`src/rtl/student_alu_pkg.sv`:
```
// Shared definitions for the pipelined Hack-style ALU: control-bit positions,
// the packed control word and the encodings of the 18 standard Hack functions.
package student_alu_pkg;

  // Bit positions inside a 6-bit Hack control word {zx,nx,zy,ny,f,no}.
  localparam int ZX = 5;
  localparam int NX = 4;
  localparam int ZY = 3;
  localparam int NY = 2;
  localparam int F  = 1;
  localparam int NO = 0;

  localparam int NUM_OPS = 18;

  typedef logic [5:0] hack_op_t;

  typedef struct packed {
    logic zx;
    logic nx;
    logic zy;
    logic ny;
    logic f;
    logic no;
  } hack_ctrl_t;

  localparam hack_op_t OP_ZERO    = 6'b101010;
  localparam hack_op_t OP_ONE     = 6'b111111;
  localparam hack_op_t OP_NEG_ONE = 6'b111010;
  localparam hack_op_t OP_X       = 6'b001100;
  localparam hack_op_t OP_Y       = 6'b110000;
  localparam hack_op_t OP_NOT_X   = 6'b001101;
  localparam hack_op_t OP_NOT_Y   = 6'b110001;
  localparam hack_op_t OP_NEG_X   = 6'b001111;
  localparam hack_op_t OP_NEG_Y   = 6'b110011;
  localparam hack_op_t OP_XPLUS1  = 6'b011111;
  localparam hack_op_t OP_YPLUS1  = 6'b110111;
  localparam hack_op_t OP_XMINUS1 = 6'b001110;
  localparam hack_op_t OP_YMINUS1 = 6'b110010;
  localparam hack_op_t OP_XPLUSY  = 6'b000010;
  localparam hack_op_t OP_XMINUSY = 6'b010011;
  localparam hack_op_t OP_YMINUSX = 6'b000111;
  localparam hack_op_t OP_XANDY   = 6'b000000;
  localparam hack_op_t OP_XORY    = 6'b010101;

  function automatic hack_ctrl_t decode_op(input hack_op_t op);
    return hack_ctrl_t'(op);
  endfunction

endpackage

```
`src/rtl/student_alu_core.sv`:
```
// Combinational second stage: add/and of preconditioned operands, optional
// output negation, and the zero/negative/carry/overflow flags.
module student_alu_core
  import student_alu_pkg::*;
#(
  parameter int WIDTH = 16
) (
  input  logic [WIDTH-1:0] i_xp,
  input  logic [WIDTH-1:0] i_yp,
  input  logic             i_f,
  input  logic             i_no,
  output logic [WIDTH-1:0] o_out,
  output logic             o_zr,
  output logic             o_ng,
  output logic             o_cy,
  output logic             o_ov
);

  logic [WIDTH:0]   w_sum;
  logic [WIDTH-1:0] w_r;

  assign w_sum = {1'b0, i_xp} + {1'b0, i_yp};
  assign w_r   = i_f ? w_sum[WIDTH-1:0] : (i_xp & i_yp);
  assign o_out = i_no ? ~w_r : w_r;

  // Carry/overflow describe the adder itself, so they ignore the output negation.
  assign o_cy = i_f & w_sum[WIDTH];
  assign o_ov = i_f & (i_xp[WIDTH-1] == i_yp[WIDTH-1])
                    & (w_sum[WIDTH-1] != i_xp[WIDTH-1]);

  assign o_zr = (o_out == '0);
  assign o_ng = o_out[WIDTH-1];

endmodule

```
`src/rtl/student_alu_pipe.sv`:
```
// Two-stage pipelined Hack ALU with valid/ready on both sides and an
// accumulator operand mode (X := previous result).
module student_alu_pipe
  import student_alu_pkg::*;
#(
  parameter int               WIDTH    = 16,
  parameter logic [WIDTH-1:0] ACC_INIT = '0
) (
  input  logic             clk,
  input  logic             rst_n,
  input  logic             in_valid,
  output logic             in_ready,
  input  logic [WIDTH-1:0] x,
  input  logic [WIDTH-1:0] y,
  input  logic             acc_sel,
  input  logic             zx,
  input  logic             nx,
  input  logic             zy,
  input  logic             ny,
  input  logic             f,
  input  logic             no,
  output logic             out_valid,
  input  logic             out_ready,
  output logic [WIDTH-1:0] out,
  output logic             zr,
  output logic             ng,
  output logic             cy,
  output logic             ov
);

  function automatic logic [WIDTH-1:0] precond(input logic [WIDTH-1:0] v,
                                               input logic z, input logic n);
    logic [WIDTH-1:0] t;
    t = z ? '0 : v;
    return n ? ~t : t;
  endfunction

  hack_ctrl_t       w_ctrl;
  logic [WIDTH-1:0] w_xa;
  logic [WIDTH-1:0] w_xp_in;
  logic [WIDTH-1:0] w_yp_in;
  logic             w_out_ld;
  logic             w_s1_free;
  logic             w_accept;

  logic             r_s1_valid;
  logic [WIDTH-1:0] r_xp;
  logic [WIDTH-1:0] r_yp;
  logic             r_f;
  logic             r_no;

  logic             r_out_valid;
  logic [WIDTH-1:0] r_out;
  logic             r_zr;
  logic             r_ng;
  logic             r_cy;
  logic             r_ov;
  logic [WIDTH-1:0] r_acc;

  logic [WIDTH-1:0] w_core_out;
  logic             w_core_zr;
  logic             w_core_ng;
  logic             w_core_cy;
  logic             w_core_ov;

  assign w_ctrl  = decode_op({zx, nx, zy, ny, f, no});
  assign w_xa    = acc_sel ? r_acc : x;
  assign w_xp_in = precond(w_xa, w_ctrl.zx, w_ctrl.nx);
  assign w_yp_in = precond(y, w_ctrl.zy, w_ctrl.ny);

  // An accumulator op must see the result of everything already accepted, so it
  // waits until stage 1 has drained into the output register (one bubble).
  assign w_out_ld  = r_s1_valid & (~r_out_valid | out_ready);
  assign w_s1_free = ~r_s1_valid | w_out_ld;
  assign in_ready  = w_s1_free & ~(acc_sel & r_s1_valid);
  assign w_accept  = in_valid & in_ready;

  // NOTE: clocked state uses non-blocking assignments so every register samples
  // pre-edge values; blocking here would create order-dependent simulation races.
  always_ff @(posedge clk or negedge rst_n) begin
    if (!rst_n) begin
      r_s1_valid <= 1'b0;
      r_xp       <= '0;
      r_yp       <= '0;
      r_f        <= 1'b0;
      r_no       <= 1'b0;
    end else if (w_accept) begin
      r_s1_valid <= 1'b1;
      r_xp       <= w_xp_in;
      r_yp       <= w_yp_in;
      r_f        <= w_ctrl.f;
      r_no       <= w_ctrl.no;
    end else if (w_out_ld) begin
      r_s1_valid <= 1'b0;
    end
  end

  student_alu_core #(
    .WIDTH (WIDTH)
  ) u_core (
    .i_xp  (r_xp),
    .i_yp  (r_yp),
    .i_f   (r_f),
    .i_no  (r_no),
    .o_out (w_core_out),
    .o_zr  (w_core_zr),
    .o_ng  (w_core_ng),
    .o_cy  (w_core_cy),
    .o_ov  (w_core_ov)
  );

  always_ff @(posedge clk or negedge rst_n) begin
    if (!rst_n) begin
      r_out_valid <= 1'b0;
      r_out       <= '0;
      r_zr        <= 1'b0;
      r_ng        <= 1'b0;
      r_cy        <= 1'b0;
      r_ov        <= 1'b0;
      r_acc       <= ACC_INIT;
    end else if (w_out_ld) begin
      r_out_valid <= 1'b1;
      r_out       <= w_core_out;
      r_zr        <= w_core_zr;
      r_ng        <= w_core_ng;
      r_cy        <= w_core_cy;
      r_ov        <= w_core_ov;
      r_acc       <= w_core_out;
    end else if (out_ready) begin
      r_out_valid <= 1'b0;
    end
  end

  assign out_valid = r_out_valid;
  assign out       = r_out;
  assign zr        = r_zr;
  assign ng        = r_ng;
  assign cy        = r_cy;
  assign ov        = r_ov;

endmodule

```
`config.mk`:
```
export PLATFORM = sky130hd
export DESIGN_NAME = student_alu_pipe
export DESIGN_NICKNAME = d
export VERILOG_FILES = /design/src/rtl/student_alu_pkg.sv /design/src/rtl/student_alu_core.sv /design/src/rtl/student_alu_pipe.sv
export SDC_FILE = /design/constraint.sdc
export NUM_CORES = 1
export LEC_CHECK = 0
export CORE_MARGIN = 2
export CORE_UTILIZATION = 35
export CTS_CLUSTER_DIAMETER = 50
export DETAILED_ROUTE_END_ITERATION = 6
export GPL_TIMING_DRIVEN = 0
export PLACE_DENSITY = 0.59
export SLEW_MARGIN = 20
export SYNTH_ARGS = -nofsm -noshare
export SYNTH_HDL_FRONTEND = slang
export SYNTH_SLANG_ARGS = --single-unit
```
`constraint.sdc`:
```
create_clock -name clk -period 4.9 [get_ports clk]
set_clock_uncertainty 0.05 [all_clocks]
set_input_delay 0.49 -clock clk [delete_from_list [all_inputs] [get_ports clk]]
set_output_delay 0.49 -clock clk [all_outputs]
set_load 0.01 [all_outputs]
```
After elaboration in Yosys (flattened, before gate mapping)
Cells that the tools add are included.
{"block": "classes", "mux": 11, "magnitude_cmp": 0, "reduce_logical": 3, "div_mod_pow": 0, "add_sub_neg": 1, "shifts": 0, "n_mul": 0, "n_bitwise": 16, "n_eq_ne": 2}
{"operator": "two-way mux 16 bit", "count": 7}
{"operator": "NOT 16 bit", "count": 3}
{"operator": "adder 16 x 16 -> 17 bit", "count": 1}
{"operator": "AND 16 bit", "count": 1}
{"operator": "logical NOT 16 bit", "count": 1}
{"operator": "AND 1 bit", "count": 7}
{"operator": "two-way mux 1 bit", "count": 4}
{"operator": "nonzero test 2 bit", "count": 2}
{"operator": "NOT 1 bit", "count": 3}
{"operator": "bitwise OR 1 bit", "count": 2}
{"operator": "== test 1 bit", "count": 1}
{"operator": "inequality test 1 bit", "count": 1}
{"block": "word_totals", "ff_bits": 56, "ramBits": 0, "mem_count": 0, "wordCells": 44, "latchBits": 0, "mem_bits_ro": 0}

Depth between registers and ports, before layout
Gate-level depths: netlist (run 1).
{"block": "logic_depth", "word_depth": 7, "ltp_mapped": 10, "depth_no_buf": 10}

Cells and area by module
From an unflattened synthesis (run 1), not the netlist that was laid out.
{"block": "unflattened", "hier_cells": 421, "hier_area_um2": 4231.6}
{"module": "student_alu_pipe", "seq_area_each_um2": 1401.3, "n_inst": 1, "cells_each": 236, "area_per_inst_um2": 2866.5}
{"module": "student_alu_core", "seq_area_each_um2": 0.0, "n_inst": 1, "cells_each": 185, "area_per_inst_um2": 1365.1}

Least setup slack after synthesis (run 1)
No wires, ideal clock.
{"block": "synth_path", "path_kind": "reg2reg", "start": "reg r_xp[0]", "end": "reg r_zr (netlist: zr)", "setup_time_ps": 68, "required_ps": 4782, "path_stages_with_launch": 11, "t_arrival_ps": 2585, "path_buffers": 0, "setup_slack_ps": 2197, "path_cell_list": "dfrtp_1 > ha_1 > fa_1 > a211oi_2 > o211ai_1 > a31oi_2 > o2111a_1 > nor3_1 > or3_1 > mux2i_1 > a32o_1"}
{"block": "synth_via", "elab_chain_cells": 5, "word_cells_on_any_way": 6, "classes_between": "add/sub (1); mux (2); bitwise (2); reduce/logical (1)"}
{"element": "start, declared", "line_no": "student_alu_pipe.sv:47", "rtl": "logic [WIDTH-1:0] r_xp;"}
{"element": "start signal, assigned", "line_no": "student_alu_pipe.sv:89", "rtl": "r_xp <= w_xp_in;"}
{"element": "adder 16 x 16 -> 17 bit or AND 16 bit (tied branches)", "line_no": "student_alu_core.sv:22, student_alu_core.sv:23"}
{"element": "two-way mux 16 bit (*)", "line_no": "student_alu_core.sv:23", "rtl": "assign w_r = i_f ? w_sum[WIDTH-1:0] : (i_xp & i_yp);"}
{"element": "NOT 16 bit", "line_no": "student_alu_core.sv:24", "rtl": "assign o_out = i_no ? ~w_r : w_r;"}
{"element": "two-way mux 16 bit (*)", "line_no": "student_alu_core.sv:24"}
{"element": "logical NOT 16 bit (*)", "line_no": "student_alu_core.sv:31", "rtl": "assign o_zr = (o_out == '0);"}
{"element": "end signal, assigned", "line_no": "student_alu_pipe.sv:124", "rtl": "r_zr <= w_core_zr;"}
{"element": "end, declared", "line_no": "student_alu_pipe.sv:54", "rtl": "logic r_zr;"}
Every way passes the cells marked *; elsewhere a longest branch is shown, timed or not.
A chain may end at the register's enable or synchronous reset.

Worst setup path after layout (run 1)
Same ends and word-level chain as after synthesis.

==> results.md, run 1 <==
- Fin crit period: between 3000 and 4000 ps
- LEAKAGE: 1.955 nW
- Clock tree sinks: 55
- Largest net degree at the start of global routing: between 50 and 60
- Share of layout cells above drive strength 1: 0.06275
- Post-synth EDFFs: 0
- Warnings from Yosys: 0
- I/O pins: between 60 and 70
- Final Cell Area: ~0.0047 mm2
- WL met2: approximately 4900 um
- Highest metal used: met4
- Final setup vio count: 0
- Average wire per standard cell: ~16 um
- Nets@finish: 553
- N_diodes: 0
- Post-route insts no fill: around 630
- Status: finished, final reports clean
- Final core occ: 0.4391
- Die W: 109.2 um
- Crit path required time: 5070 ps
- # port buffers: 60
- Final Max Slew Viols: 0
- All-Layer GR Usage: 0.1799
- Area grow syn2layout: 22.43%
- Post-CTS Resized: 0
- Worst VDD drop: between 150 and 200 uV
- Syn Area/Cell: about 9 um2
- Dominant cell type by area after synthesis: dfrtp_1
- Vias in the first global route: roughly 3.3k
- Num CTS Buffers: 5
- Antenna-violating nets left: 0
- TNS Setup: 0 ps
- Final hold viol count: 0
- FF-to-FF path depth: 10
- Drt via density: a little over 5
- CTS tree: built
- DRT met1 WL: approximately 4800 um
- Fin crit share: 0.6381
- Clock-pin slew on the worst setup and hold paths: ~110 ps
- Cts hold-fix bufs: 0
- Total gr overflow: 0
- Residual DRC: 0
- DP HPWL: about 7900 um
- Antenna violations before repair: 0
- Overall Power: 0.002242 W
- Area contributors post-synth: dfrtp_1 36%, xnor2_1 9.5%, mux2i_1 6.5%
- Post-synthesis register bit count: 55
- Post-synth top flop: dfrtp_1
- Dpl cell area: 0.004644 mm2
- Top-area cell type share of the netlist area: 0.3555
- Die Area: ~0.012 mm2
- Crit Path Class: reg2reg
- Site row count: 38
- Root buffer cell: clkbuf_8
- Die Y: between 100 and 150 um
- Post-Syn Instances: 426
- Crit. End Element: flop
- Worst setup SP type: flop
- Crit path arrival time: about 3300 ps
- Iter 0 DRT Violations: about 110
- Max_cap viols: 0
- Met3 routed WL: about 290 um
- H-Tree Depth: 2
- Post-CTS Setup Bufs: 0
- P per Cell Area: 473.0 mW/mm2
- Synth top cells by count: 55 x dfrtp_1, 55 x nand2_1, 48 x o21ai_0
- Gpl congestion: 0.8599
- CTS Buffer Depth: 2
- First-pass GRT wire length: 16620 um
- Placed insts: 626
- Core area: approximately 0.011 mm2
- Drt total wl: between 10000 and 15000 um
- Worst-path fanout max: 5
- Worst-Margin Slew: 746.2 ps
- Initial DRT Pass Iterations: 4
- Synth unique cells: 60
- Worst skew pair latency: ~320 ps
- Rel. slew slack: 0.5025
- Hold crit path type: in2async
- Syn nets: 486
- Fmax: between 0.3 and 0.4 GHz
- Mapped cell area: a little under 0.004 mm2
- Asr flop ratio synth: 1.000
- Initial Util: 0.3587
- Seq/Total Area, Yosys: 0.3555
- Unrepaired setup endpoints after global routing: no
- Vias: ~3.2k
-- cell families (layout without fill, tap and decap cells) --
family | after synthesis | after routing | synth area share
xor+xnor | 53 | 53 | 0.1199
fa+ha+maj | 17 | 17 | 0.05688
simple gates | 137 | 137 | 0.1726
mux | 33 | 33 | 0.09082
buf+inv | 30 | 98 | 0.03070
compound gates | 101 | 101 | 0.1736
flops | 55 | 55 | 0.3555
-- critical path, cell delays in order (launching register included) --
cell      delay (ps)
dfrtp_1          400
ha_1             280
fa_1             470
a211oi_2         330
o21ai_0          250
a31oi_1          250
xnor2_1           80
mux2i_1          330
mux2i_1          270
nor2_1            70
a32o_1           250
-- state kept, by name, summed over array words and instances, names as in the netlist --
| name | cells |
|---|---|
| out | 16 |
| r_yp | 16 |
| r_s1_valid | 1 |
| r_no | 1 |
| zr | 1 |
| ov | 1 |
| r_xp | 16 |
| cy | 1 |
| out_valid | 1 |
| r_f | 1 |
-- cell type report --
| class | count | area [um2] |
|---|---|---|
| repair buffers | 60 | 598.1 |
| well taps | 140 | 175.2 |
| clock inverters | 1 | 8.758 |
| fillers | 1109 | 6053 |
| flip-flops and latches | 55 | 1376 |
| clock buffers | 7 | 86.33 |
| plain buffers | 26 | 103.9 |
| inverters | 4 | 15.01 |
| multi-input cells | 341 | 2376 |
-- placed cells by master, fill, tap and decap left out, types with 6 or more instances in the layout --
cell	netlist	routed
clkdlybuf4s50_1	0	59
nand2_1	55	55
dfrtp_1	55	55
o21ai_0	48	48
xnor2_1	42	42
nor2_1	27	27
mux2i_1	25	25
nor2b_1	20	20
clkbuf_1	17	18
ha_1	16	16
a21oi_1	12	12
xor2_1	11	11
nor3_1	9	9
buf_1	6	6
mux2_2	6	6
clkbuf_8	0	6
-- path summary, 6_finish.rpt --
path	from	end	slack, ps
hold / removal	rst_n	out[12]$_DFFE_PN0P_	160
setup / recovery	r_xp[0]$_DFFE_PN0P_	zr$_DFFE_PN0P_	1770
setup reg to reg	r_xp[0]$_DFFE_PN0P_	zr$_DFFE_PN0P_	1770
max in group asynchronous	rst_n	r_xp[7]$_DFFE_PN0P_	4170
min in group clk	r_xp[2]$_DFFE_PN0P_	r_xp[2]$_DFFE_PN0P_	450
hold reg to reg	r_xp[2]$_DFFE_PN0P_	r_xp[2]$_DFFE_PN0P_	450
-- routing by layer --
layer | GRT usage | vias up
met5 | 0 | -
met4 | 0.02712 | 0
met3 | 0.02630 | 9
met2 | 0.3132 | 51
met1 | 0.2410 | 1556
li1 | - | 1616
-- metrics by stage --
step / hold WS, ps / worst slack [ps]
after floorplan: 144.4 / 2197
after global placement: 419.0 / 1530
after detailed placement: 427.2 / 1797
after CTS: 199.0 / 1768
after global routing: 214.5 / 1567
final: 161.5 / 1773
-- power breakdown --
part | internal (W) | switching [W]
Clock | 0.000117 | 0.000163
Combinational | 0.000583 | 0.000667
Sequential | 0.000596 | 0.000116
Total | 0.00130 | 0.000946
(Power assumes the default switching activity.)
==> run 2, diff against run 1 <==
clock period = 2.9 ns   (was 4.9 ns; I/O delays follow)
==> results.md, run 2 (synthesis gave the netlist of run 1 again) <==
- Status: finished, final reports clean (unchanged)
- Die Y: 109.2 um (unchanged)
- Iter 0 DRT Violations: 128 (was 107)
- Antenna-violating nets left: 0 (unchanged)
- Crit. End Element: flop (unchanged)
- Worst-Margin Slew: 743.3 ps (was 746.2 ps)
- Drt total wl: 10180 um (was 10100 um)
- Final hold viol count: 0 (unchanged)
- Crit Path Class: reg2reg (unchanged)
- Worst r2r dst: zr$_DFFE_PN0P_ (unchanged)
- Final Max Slew Viols: 0 (unchanged)
- # port buffers: 60 (unchanged)
- Drt via density: 5.126 (was 5.098)
- Rel. slew slack: 0.5045 (was 0.5025)
- CTS Buffer Depth: 2 (unchanged)
- N_diodes: 0 (unchanged)
- Clock-pin slew on the worst setup and hold paths: 110 ps (about the same)
- Die W: 109.2 um (unchanged)
- Crit path required time: 3110 ps (was 5070 ps)
- Final WS setup: 34.51 ps (was 1773 ps)
- Final setup vio count: 0 (unchanged)
- Nets@finish: 560 (was 553)
- P per Cell Area: 801.9 mW/mm2 (was 473.0 mW/mm2)
- FF-to-FF path depth: 10 (unchanged)
- Die Area: 0.01192 mm2 (unchanged)
- P_int: 0.002250 W (was 0.001296 W)
- CTS tree: built (unchanged)
- WHS Endpoint: r_yp[5]$_DFFE_PN0P_
- Clock tree sinks: 55 (unchanged)
- Antenna violations before repair: 0 (unchanged)
- Worst setup SP type: flop (unchanged)
- Unrepaired setup endpoints after global routing: yes (was no)
- Initial DRT Pass Iterations: 4 (unchanged)
- Hold Startpoint: ny
- Fmax: 0.3490 GHz (was 0.3198 GHz)
- Vias: 3286 (was 3232)
- R2r startpoint: r_yp[0]$_DFFE_PN0P_ (was r_xp[0]$_DFFE_PN0P_)
- Fin crit share: 0.9881 (was 0.6381)
- Hold crit path type: in2reg (was in2async)
- NetSw: 0.001633 W (was 0.0009456 W)
- Num CTS Buffers: 5 (unchanged)
- Area grow syn2layout: 25.11% (was 22.43%)
- Largest net degree at the start of global routing: 56 (unchanged)
- Cell Chain, Critical Path: ha_4 -> fa_2 -> a211oi_4 -> o211ai_1 -> a31oi_2 -> o2111a_1 -> nor3_2 -> or3_1 -> mux2i_1 -> a32o_1 (was ha_1 -> fa_1 -> a211oi_2 -> o21ai_0 -> a31oi_1 -> xnor2_1 -> mux2i_1 -> mux2i_1 -> nor2_1 -> a32o_1)
- R2R Setup Slk: 30 ps (was 1770 ps)
- Switching Share: 0.4206 (was 0.4218)
- Worst skew pair latency: 320 ps (about the same)
- Final core occ: 0.4488 (was 0.4391)
- Slowest CP cell: dfrtp_1 (was fa_1)
- Average wire per standard cell: 15.88 um (was 15.93 um)
- All-Layer GR Usage: 0.1802 (was 0.1799)
- Core area: 0.01079 mm2 (unchanged)
- CP peak stage delay: 430 ps (was 470 ps)
- Site row count: 38 (unchanged)
- Vias in the first global route: 3262 (was 3269)
- Crit path arrival time: 3080 ps (was 3290 ps)
- Residual DRC: 0 (unchanged)
- H-Tree Depth: 2 (unchanged)
- Reg power frac: 0.311 (was 0.318)
- DP HPWL: 7926 um (unchanged)
- Worst-path fanout max: 4 (was 5)
- Total gr overflow: 0 (unchanged)
- Fin crit period: 2865 ps (was 3127 ps)
- Gpl congestion: 0.8599 (unchanged)
- I/O pins: 65 (unchanged)
- LEAKAGE: 1.990 nW (was 1.955 nW)
- Post-route insts no fill: 641 (was 634)
- Initial Util: 0.3587 (unchanged)
- Pre-CTS setup slack: -203.3 ps (was 1797 ps)
- Clock network power share: 0.120 (was 0.125)
- Share of layout cells above drive strength 1: 0.08782 (was 0.06275)
- Worst VDD drop: 364.3 uV (was 189.1 uV)
- Most frequent cells in the layout: 59 x clkdlybuf4s50_1, 55 x nand2_1, 55 x dfrtp_1 (unchanged)
- Gate power share: 0.569 (was 0.558)
- Most common cell after layout, fill and taps aside: clkdlybuf4s50_1 (unchanged)
- Root buffer cell: clkbuf_8 (unchanged)
- Max_cap viols: 0 (unchanged)
- Placed insts: 626 (unchanged)
- First-pass GRT wire length: 16620 um (about the same)
- Number of cells on the worst hold path: 3
## run 2: worst max-delay path: cells and delay by family, from the launching register on
kind            cells  cell delay (ps)
compound gates      5             1220
fa+ha+maj           2              590
flops               1              430
simple gates        2              380
mux                 1              140
## run 2: cell type report
class | instances | area [um2]
clock buffers | 7 | 86.33
plain buffers | 26 | 103.9
flip-flops and latches | 55 | 1376
repair buffers | 67 | 653.1
fillers | 1099 | 5949
multi-input cells | 341 | 2425
well taps | 140 | 175.2
inverters | 4 | 15.01
clock inverters | 1 | 8.758
## run 2: per-stage QoR
| stage | total power, W | setup TNS (ps) | hold slack [ps] | instance area, um2 |
|---|---|---|---|---|
| after global placement | 0.003303 | -14830 | 419.0 | 4647 |
| after global routing | 0.004209 | -88.47 | 440.1 | 4843 |
| after CTS | 0.003844 | 0 | 443.6 | 4772 |
| final | 0.003884 | 0 | 434.1 | 4843 |
| after detailed placement | 0.003339 | -203.3 | 343.9 | 4644 |
| after floorplan | 0.002619 | 0 | -55.59 | 3871 |
## run 2: routing by layer
| metal | GRT usage | routed length, um | vias up |
|---|---|---|---|
| met5 | 0 | 0 | - |
| met2 | 0.3146 | 5031 | 62 |
| met3 | 0.02451 | 337 | 7 |
| met4 | 0.02532 | 53 | 0 |
| met1 | 0.2426 | 4760 | 1588 |
| li1 | - | - | 1629 |
## run 2: how the worst max path moves through the flow
stage / from / to / slack (ps) / depth (start not counted)
floorplan: r_xp[0]$_DFFE_PN0P_ / zr$_DFFE_PN0P_ / 200 / 10
global placement: rst_n / r_yp[1]$_DFFE_PN0P_ / -270 / 1
detailed placement: r_yp[0]$_DFFE_PN0P_ / zr$_DFFE_PN0P_ / -200 / 10
CTS: r_yp[0]$_DFFE_PN0P_ / zr$_DFFE_PN0P_ / 0.5 / 10
global route: r_yp[0]$_DFFE_PN0P_ / zr$_DFFE_PN0P_ / -90 / 10
finish: r_yp[0]$_DFFE_PN0P_ / zr$_DFFE_PN0P_ / 30 / 10
## run 2: power groups by stage
stage	logic (W)	registers, W	clock network (W)
floorplan	0.00140	0.00122	0
finish	0.00221	0.00121	0.000468
CTS	0.00216	0.00121	0.000475
global route	0.00245	0.00124	0.000519
detailed placement	0.00212	0.00122	0
global placement	0.00209	0.00121	0
## run 2: what timing repair did
item	in CTS	in global routing
setup endpoints to repair	1	1
endpoints found under the hold margin	1	0
hold buffers	1	0
pin swaps	1	9
gates resized for setup	6	4
setup buffers	0	6
==> run 3, diff against run 2 <==
==> constraint.sdc (replaced) <==
create_clock -name clk -period 2.9 [get_ports clk]
set_clock_uncertainty 0.05 [all_clocks]
set_input_delay 0.58 -clock clk [delete_from_list [all_inputs] [get_ports clk]]
set_output_delay 0.58 -clock clk [all_outputs]
set_load 0.01 [all_outputs]
==> results.md, run 3 (synthesis gave the netlist of run 1 again) <==
- Status: finished, final reports clean (unchanged)
- Most frequent cells in the layout: 59 x clkdlybuf4s50_1, 55 x nand2_1, 55 x dfrtp_1 (unchanged)
- I/O pins: 65 (unchanged)
- Antenna violations before repair: 0 (unchanged)
- Crit. End Element: flop (unchanged)
- DP HPWL: 7926 um (unchanged)
- Average wire per standard cell: 15.93 um (was 15.88 um)
- Final hold viol count: 0 (unchanged)
- Clock tree sinks: 55 (unchanged)
- Antenna-violating nets left: 0 (unchanged)
- Worst VDD drop: 365.7 uV (was 364.3 uV)
- Clock-pin slew on the worst setup and hold paths: 110 ps (about the same)
- Core area: 0.01079 mm2 (unchanged)
- Die Y: 109.2 um (unchanged)
- H-Tree Depth: 2 (unchanged)
- Worst skew pair latency: 320 ps (about the same)
- Fin crit share: 0.9895 (was 0.9881)
- Drt total wl: 10190 um (was 10180 um)
- N_diodes: 0 (unchanged)
- Iter 0 DRT Violations: 127 (was 128)
- Share of layout cells above drive strength 1: 0.08800 (was 0.08782)
- P per Cell Area: 803.6 mW/mm2 (was 801.9 mW/mm2)
- Final Hold Slack: 255.6 ps (was 434.1 ps)
- Rel. slew slack: 0.5030 (was 0.5045)
- Area grow syn2layout: 24.85% (was 25.11%)
- TNS Setup: 0 ps (unchanged)
- Total gr overflow: 0 (unchanged)
- LEAKAGE: 1.986 nW (was 1.990 nW)
- Max_cap viols: 0 (unchanged)
- Residual DRC: 0 (unchanged)
- Unrepaired setup endpoints after global routing: yes (unchanged)
- Largest net degree at the start of global routing: 56 (unchanged)
- Root buffer cell: clkbuf_8 (unchanged)
- Final Max Slew Viols: 0 (unchanged)
- Nets@finish: 559 (was 560)
- All-Layer GR Usage: 0.1802 (unchanged)
- CTS tree: built (unchanged)
- Crit Path Class: reg2reg (unchanged)
- First-pass GRT wire length: 16620 um (unchanged)
- Final setup vio count: 0 (unchanged)
- Fmax: 0.3485 GHz (was 0.3490 GHz)
- Hold crit path type: in2async (was in2reg)
- Worst-Margin Slew: 745.5 ps (was 743.3 ps)
- Vias in the first global route: 3262 (unchanged)
- Initial DRT Pass Iterations: 4 (unchanged)
- Site row count: 38 (unchanged)
- Initial Util: 0.3587 (unchanged)
- Crit path required time: 3110 ps (about the same)
- # port buffers: 60 (unchanged)
- Crit path arrival time: 3080 ps (about the same)
- Num CTS Buffers: 5 (unchanged)
- Worst setup SP type: flop (unchanged)
- Worst-path fanout max: 4 (unchanged)
- Die Area: 0.01192 mm2 (unchanged)
- Die W: 109.2 um (unchanged)
- Fin crit period: 2870 ps (was 2865 ps)
- Most common cell after layout, fill and taps aside: clkdlybuf4s50_1 (unchanged)
- Gpl congestion: 0.8599 (unchanged)
- Final WS setup: 30.32 ps (was 34.51 ps)
- Final core occ: 0.4478 (was 0.4488)
- Final Cell Area: 0.004833 mm2 (was 0.004843 mm2)
- Drt via density: 5.075 (was 5.126)
- Cts hold-fix bufs: 0 (was 1)
- Vias: 3248 (was 3286)
- Pre-CTS setup slack: -203.3 ps (unchanged)
- Dpl cell area: 0.004644 mm2 (unchanged)
- CTS Buffer Depth: 2 (unchanged)
[run 3: routing by layer]
layer | part of all wire | up-vias | GRT usage
met5 | 0 | - | 0
met3 | 0.028 | 7 | 0.02451
met2 | 0.49 | 49 | 0.3146
met4 | 0.0060 | 0 | 0.02532
li1 | - | 1628 | -
met1 | 0.48 | 1564 | 0.2426
[run 3: repair_timing]
| item | 4_1_cts | 5_1_grt |
|---|---|---|
| pin swaps | 1 | 9 |
| buffers inserted | 0 | 6 |
| endpoints found under the hold margin | 0 | 0 |
| endpoints found under the setup margin | 1 | 1 |
| resized for setup | 6 | 4 |
| gates cloned | 0 | 0 |
[run 3: through the flow]
step                      total power (W)  std cells
final                            0.003884        640
after global routing             0.004207        640
after CTS                        0.003843        634
after detailed placement         0.003339        626
after floorplan                  0.002619        426
after global placement           0.003303        626
[run 3: area by class of cell]
type | instances | area [um2]
inverters | 4 | 15.01
clock buffers | 7 | 86.33
flip-flops and latches | 55 | 1376
plain buffers | 26 | 103.9
repair buffers | 66 | 643.1
fillers | 1100 | 5959
clock inverters | 1 | 8.758
well taps | 140 | 175.2
multi-input cells | 341 | 2425
[run 3: final timing paths]
path	from	endpoint	slack, ps	depth (start not counted)
worst max register to register	r_yp[0]$_DFFE_PN0P_	zr$_DFFE_PN0P_	30	10
worst max-delay path	r_yp[0]$_DFFE_PN0P_	zr$_DFFE_PN0P_	30	10
max in group asynchronous	rst_n	r_xp[7]$_DFFE_PN0P_	2070	1
worst min register to register	r_xp[13]$_DFFE_PN0P_	r_xp[13]$_DFFE_PN0P_	460	2
worst min-delay path	rst_n	out[12]$_DFFE_PN0P_	260	1
min in group clk	r_xp[13]$_DFFE_PN0P_	r_xp[13]$_DFFE_PN0P_	460	2
[run 3: critical path: stages, from the launching register on]
cell and delay, ps:
dfrtp_1 430, ha_4 190, fa_2 400, a211oi_4 310, o211ai_1 140, a31oi_2 330, o2111a_1 260, nor3_2 60
or3_1 320, mux2i_1 140, a32o_1 180
[run 3: where the power goes]
part	switching, W	leakage, nW	internal [W]
sequential	0.000198	0.674	0.00101
combinational	0.00116	1.26	0.00105
clock	0.000274	0.0484	0.000197
total	0.00163	1.99	0.00225
